--- config.mk ---
export PLATFORM = sky130hd
export DESIGN_NAME = branch_resolve_unit
export DESIGN_NICKNAME = d
export VERILOG_FILES = /design/src/rtl/branch_resolve_unit.sv
export SDC_FILE = /design/constraint.sdc
export NUM_CORES = 1
export LEC_CHECK = 0
export BUFFER_PORTS_ARGS = -buffer_cell sky130_fd_sc_hd__buf_2
export CAP_MARGIN = 20
export CORE_MARGIN = 10
export CORE_UTILIZATION = 61
export DETAILED_ROUTE_END_ITERATION = 10
export PLACE_DENSITY_LB_ADDON = 0.08
export SLEW_MARGIN = 20
export SYNTH_ARGS = -nofsm -noshare
export SYNTH_HDL_FRONTEND = slang
export SYNTH_SLANG_ARGS = --single-unit
--- constraint.sdc ---
create_clock -name clock -period 7.4 [get_ports clock]
set_input_delay 0.37 -clock clock [delete_from_list [all_inputs] [get_ports clock]]
set_output_delay 0.37 -clock clock [all_outputs]
set_load 0.05 [all_outputs]
--- src/rtl/branch_resolve_unit.sv ---
// ID-stage branch/jump resolver with a PC-indexed 2-bit predictor table
// and saturating branch and mispredict statistics.
module branch_resolve_unit #(
    parameter int DATA_WIDTH = 32,
    parameter int BHT_DEPTH  = 64,
    parameter int STAT_WIDTH = 16
) (
    input  logic                  clock,
    input  logic                  reset,
    input  logic [DATA_WIDTH-1:0] fetchPc,
    output logic                  predictTaken,
    input  logic                  valid,
    input  logic [DATA_WIDTH-1:0] pc,
    input  logic [DATA_WIDTH-1:0] rs,
    input  logic [DATA_WIDTH-1:0] rt,
    input  logic [2:0]            code,
    input  logic                  predTaken,
    output logic                  resolved,
    output logic                  isBranch,
    output logic                  mispredict,
    output logic [STAT_WIDTH-1:0] branchCount,
    output logic [STAT_WIDTH-1:0] mispredictCount
);

    localparam int IDX_W = $clog2(BHT_DEPTH);

    logic [1:0]       bht [BHT_DEPTH];
    logic [IDX_W-1:0] fetch_idx;
    logic [IDX_W-1:0] res_idx;
    logic             eq;
    logic             neg;
    logic             zero;
    logic             taken;
    logic             cond;
    logic             miss;
    logic             unused_bits;

    assign fetch_idx    = fetchPc[IDX_W+1:2];
    assign res_idx      = pc[IDX_W+1:2];
    assign predictTaken = bht[fetch_idx][1];

    assign unused_bits = ^{fetchPc[DATA_WIDTH-1:IDX_W+2], fetchPc[1:0],
                           pc[DATA_WIDTH-1:IDX_W+2], pc[1:0]};

    assign eq   = (rs == rt);
    assign neg  = rs[DATA_WIDTH-1];
    assign zero = (rs == '0);

    always_comb begin
        taken = 1'b0;
        cond  = 1'b1;
        unique case (code)
            3'b000: begin taken = 1'b0; cond = 1'b0; end
            3'b001: taken = eq;
            3'b010: taken = !eq;
            3'b011: begin taken = 1'b1; cond = 1'b0; end
            3'b100: taken = neg || zero;
            3'b101: taken = !neg && !zero;
            3'b110: taken = neg;
            3'b111: taken = !neg;
        endcase
    end

    assign miss = taken ^ predTaken;

    always_ff @(posedge clock or posedge reset) begin
        if (reset) begin
            for (int i = 0; i < BHT_DEPTH; i++) begin
                bht[i] <= 2'b01;
            end
            resolved        <= 1'b0;
            isBranch        <= 1'b0;
            mispredict      <= 1'b0;
            branchCount     <= '0;
            mispredictCount <= '0;
        end else begin
            resolved   <= valid;
            isBranch   <= valid && taken;
            mispredict <= valid && miss;
            if (valid && cond) begin
                // 2-bit saturating counter training
                if (taken && bht[res_idx] != 2'b11) begin
                    bht[res_idx] <= bht[res_idx] + 2'b01;
                end else if (!taken && bht[res_idx] != 2'b00) begin
                    bht[res_idx] <= bht[res_idx] - 2'b01;
                end
                if (branchCount != '1) begin
                    branchCount <= branchCount + 1'b1;
                end
            end
            if (valid && miss && mispredictCount != '1) begin
                mispredictCount <= mispredictCount + 1'b1;
            end
        end
    end

endmodule

After elaboration in Yosys (flattened, before gate mapping)
Cells that the tools add are included.

operators by class
  eq/ne operators = 11
  multiplexer cells = 14
  $add $sub $neg = 4
  order comparisons = 3
  bitwise gates (word level) = 3
  reduce and logical (&&, ||, !) cells = 20

operators by type and width
  operator                                                               count
  128-bit bitwise mux                                                    2
  128-bit two-way mux                                                    2
  16-bit by 1-bit adder with 16-bit output, second input constant        2
  32-bit equality test                                                   1
  32-bit zero test                                                       1
  16-bit != test, second input constant                                  2
  2-bit binary-select mux with 6-bit select                              2
  7-bit >= comparator, second input constant                             2
  6-bit inverter with 7-bit output                                       2
  2-bit demux with 6-bit select                                          1
  3-bit equality test, second input constant                             4
  2-bit two-way mux                                                      5
  1-bit logical AND                                                      8
  1-bit case mux with 8 select lines                                     1
  7-bit by 1-bit < comparator with 1-bit output, second input constant   1
  3-bit by 2-bit equality test with 1-bit output, second input constant  2
  1-bit zero test                                                        4
  2-bit AND reduction                                                    2
  2-bit nonzero test                                                     2
  3-bit by 1-bit equality test with 1-bit output, second input constant  1
  3-bit zero test                                                        1
  2-bit by 1-bit adder with 2-bit output, second input constant          1
  2-bit != test, second input constant                                   1
  2-bit OR reduction                                                     1
  4 further kinds                                                        4

storage, ports and cells
  output and inout port bits = 36
  flip-flop bits (word level) = 163
  logic and storage cells = 124
  input port bits = 135

Longest topological paths before layout
  depth in word-level cells = 8
  gate-level depth with buffers = 19
  gate-level depth less buffers = 13

Least setup slack after synthesis
No wires, ideal clock.

  path kind = in2reg
  start = input pc[4]
  end = register bht[113] (netlist name)
  buffers on the path = 5
  arrival time = 3309 ps
  stages = 16
  data required time = 7273 ps
  setup time = 127 ps
  setup slack = 3964 ps
  path through = buf_2 -> and3_1 -> clkdlybuf4s50_2 -> clkbuf_8 -> a22oi_1 -> nand4_1 -> a22o_1 -> nor4_1 -> inv_1 -> ha_1 -> nor2_1 -> mux2_4 -> buf_12 -> buf_12 -> nand3_2 -> mux2_1

between the ends
  word-level cells in the longest chain between the ends = 8
  elaborated cells on any way between the ends = 21
  those cells by class = 2 x add/sub; 2 x order compare; 1 x eq/ne; 9 x mux; 1 x bitwise; 6 x reduce/logical

ends and longest elaborated chain
  item                                                                                 line  source
  from (decl)                                                                          13    input logic [DATA_WIDTH-1:0] pc,
  6-bit inverter with 7-bit output (implied by the code) (*)                           --
  2-bit binary-select mux with 6-bit select, or another cell as far along              --
  2-bit two-way mux (implied by the code) / 1-bit logical AND (equally long branches)  --
  2-bit two-way mux (on tied branches)                                                 --
  2-bit by 1-bit subtractor with 2-bit output, or another cell as far along            85    bht[res_idx] <= bht[res_idx] - 2'b01;
  128-bit bitwise mux, or another cell as far along                                    85
  128-bit two-way mux / 2-bit nonzero test (equally long branches)                     --
  128-bit two-way mux / 2-bit AND reduction (equally long branches)                    --
  to (signal, indexed assignment)                                                      83    bht[res_idx] <= bht[res_idx] + 2'b01;
  to (signal, indexed assignment)                                                      85
  to (decl)                                                                            27    logic [1:0] bht [BHT_DEPTH];

Every way passes the cells marked *; elsewhere a longest branch is shown, timed or not. The select of a mux whose other input is x is not followed.
A chain may end at the register's enable or synchronous reset.

Worst setup path in the final report
  start = input pc[4]
  end = register bht[79] (netlist name)

The elaborated chain is that of the path after synthesis.

==> metrics.txt <==
area share of the largest cell type after synthesis 26.4%; CTS buffer count 17; Routability Congestion 0.901; Final Util 69.3%; commonest non-fill, non-tap cell in the layout buf_2; Detail Route Antenna Nets 0; DR iter-0 viols 537; worst hold margin 0.0543 ns; FMAX 0.220 GHz; global-route wire length before repair 38,700 um; Post-Route WL 24,300 um; Leak 4.59 nW; die area 20,700 um2; hpwl dp 15,900 um; Internal 1.90 mW; Vias/cell 6.53; post-DR wirelength/cell 23.8 um; CTS max path bufs 2; endpoints failing setup 0; Tcrit/Tclk final 61.3%; layout cells sized above 1 44.0%; Seq/Total Area, Yosys 44.3%; Post-CTS Resized 0; CP Class in -> reg; synth warn 0; slew of the pin with the lowest slew margin 1.16 ns; Critical Path Source Type input port; worst reg2reg path depth 12; first-pass iteration count of the detailed router 5; Clock Power Share 31.9%; pwr dens 268 nW/um2; min cycle time layout 4.54 ns; relative slew slack 22.4%; clock slew at reported path FFs 0.06 ns; status finished, final reports clean; total track usage 23.9%; Post-synth ARST share 100%; synthesized area 9380 um2; clock sinks 163; clk_skew 0.00737 ns; Mapped Nets 867; cell area after layout 10,500 um2; Placed Instances 992; max_cap viols 0; initial antenna violation count 0; r2r setup slk 3.40 ns; Rows 45; Yosys top cell by area dfrtp_1; commonest cells after routing, fill and taps aside buf_2 (118), dfrtp_1 (99), mux2_1 (84), dfstp_2 (64), nand3_2 (59); Finished Layout Cells 1,025; critical path fanouts, max 64; RSZ-0062 raised after global routing false; worst vdd ir 0.307 mV; level count of the clock H-tree 4; Synth Register Bits 163; Netlist cell types 61; Critical Path AT 4.85 ns; number of port buffers 118; Layout Area Growth over Synthesis 11.9%; NumNets Final 963; NetSw 917 uW; largest net degree at the start of global routing 84; CTS tree done; Mapped Avg Cell Area 12.9 um2; Synth area leaders dfrtp_1 (26%), dfstp_2 (18%), mux2_1 (10%); grt total ovfl 0; CP endpoint kind flop; fillers 1,058; Gate power share 24.8%; Die W 144 um; register area 4160 um2; root buffer cell clkbuf_16; via count 6,691; Crit path required time 7.71 ns; final hold vios 0; drc violations 0; number of global-route vias before repair 7,166; CTS Hold Bufs 0; Hold WC Path Type in -> async; Switching Share 32.6%; most frequently used flop master after synthesis dfrtp_1; initial core utilization 61.9%; core box area 15,100 um2; Multi-input gate area 4790 um2; # IOs 171; Post-DP Area 9880 um2; Post-synth EDFFs 0; fin. max-slew vios 0; setup repair bufs after CTS 0; Die Y 144 um; Setup TNS Final 0 ns; Gate Count Post-Synth 728; worst-skew pair later-pin latency 0.43 ns; Seq pwr share 43.3%; ant diodes 0
-- path summary, 6_finish.rpt --
kind	startpoint	to
min reg2reg	mispredictCount[10]	mispredictCount[10]
max	pc[4]	bht[79]
min in group clock	valid	resolved
max in group asynchronous	reset	asynchronous set/reset pin
max reg2reg	flop	bht[79]
min	reset	branchCount[10]
-- Yosys cell counts, drive strengths merged (2+ instances only) --
master and n:
or2 3, nand3 77, xor2 12, a22o 4, nor2 17, and3 11
o21ai 2, dfrtp 99, or3 2, nand4 24, or2b 2, a22oi 33
buf 31, dfstp 64, o22ai 30, and2 4, ha 4, clkbuf 19
xnor2 52, mux2 132, nor3b 5, nor3 7, nor4 14, a21oi 2
inv 9, or4 5, nand2 23, mux4 21, and3b 2, nand3b 3
o41ai 3
-- critical path: stages --
cell and delay, ns:
buf_2 0.22, nor2_1 0.10, and2_1 0.56, a22oi_1 0.39, nand4_1 0.17, a22o_1 0.28
nor4_1 0.66, inv_1 0.13, ha_1 0.25, nor2_1 0.10, mux2_4 0.88, nand3_1 0.31
mux2_2 0.36
-- per-layer routing --
metal / vias to the layer above / part of all wire [%] / track usage (%)
li1: 2926 / - / -
met1: 3428 / 42 / 29.6
met2: 292 / 49 / 39.8
met3: 45 / 7.0 / 5.71
met4: 0 / 2.6 / 8.44
met5: - / 0 / 0
-- power groups by stage --
stage | Sequential [mW] | Clock [mW] | Combinational [mW]
after floorplan | 1.32 | 0 | 0.415
after global placement | 1.21 | 0 | 0.677
after detailed placement | 1.22 | 0 | 0.696
after CTS | 1.21 | 0.907 | 0.699
after global routing | 1.24 | 0.945 | 0.744
final | 1.22 | 0.898 | 0.698
-- layout make-up --
| type | count | share of cell area [%] |
|---|---|---|
| tap | 188 | 2.24 |
| clock buffer | 23 | 4.46 |
| multi-input combinational | 505 | 45.6 |
| clock inverter | 9 | 1.24 |
| timing repair buffer | 128 | 6.46 |
| sequential | 163 | 39.6 |
| inverter | 9 | 0.369 |
-- through the flow --
| stage | worst slack (ns) | power, mW |
|---|---|---|
| finish | 2.86 | 2.81 |
| CTS | 3.04 | 2.82 |
| floorplan | 2.73 | 1.74 |
| global route | 2.71 | 2.93 |
| global placement | 2.84 | 1.89 |
| detailed placement | 2.66 | 1.92 |
-- kinds of logic after synthesis --
family | share of synthesized area (%)
AOI/OAI and AO/OA | 6.13
xor gates and xnor gates | 6.17
adders and majority gates | 0.533
buffers and inverters | 4.69
DFF | 44.3
muxes | 22.5
and+or+nand+nor | 15.7
(Power assumes the default switching activity.)
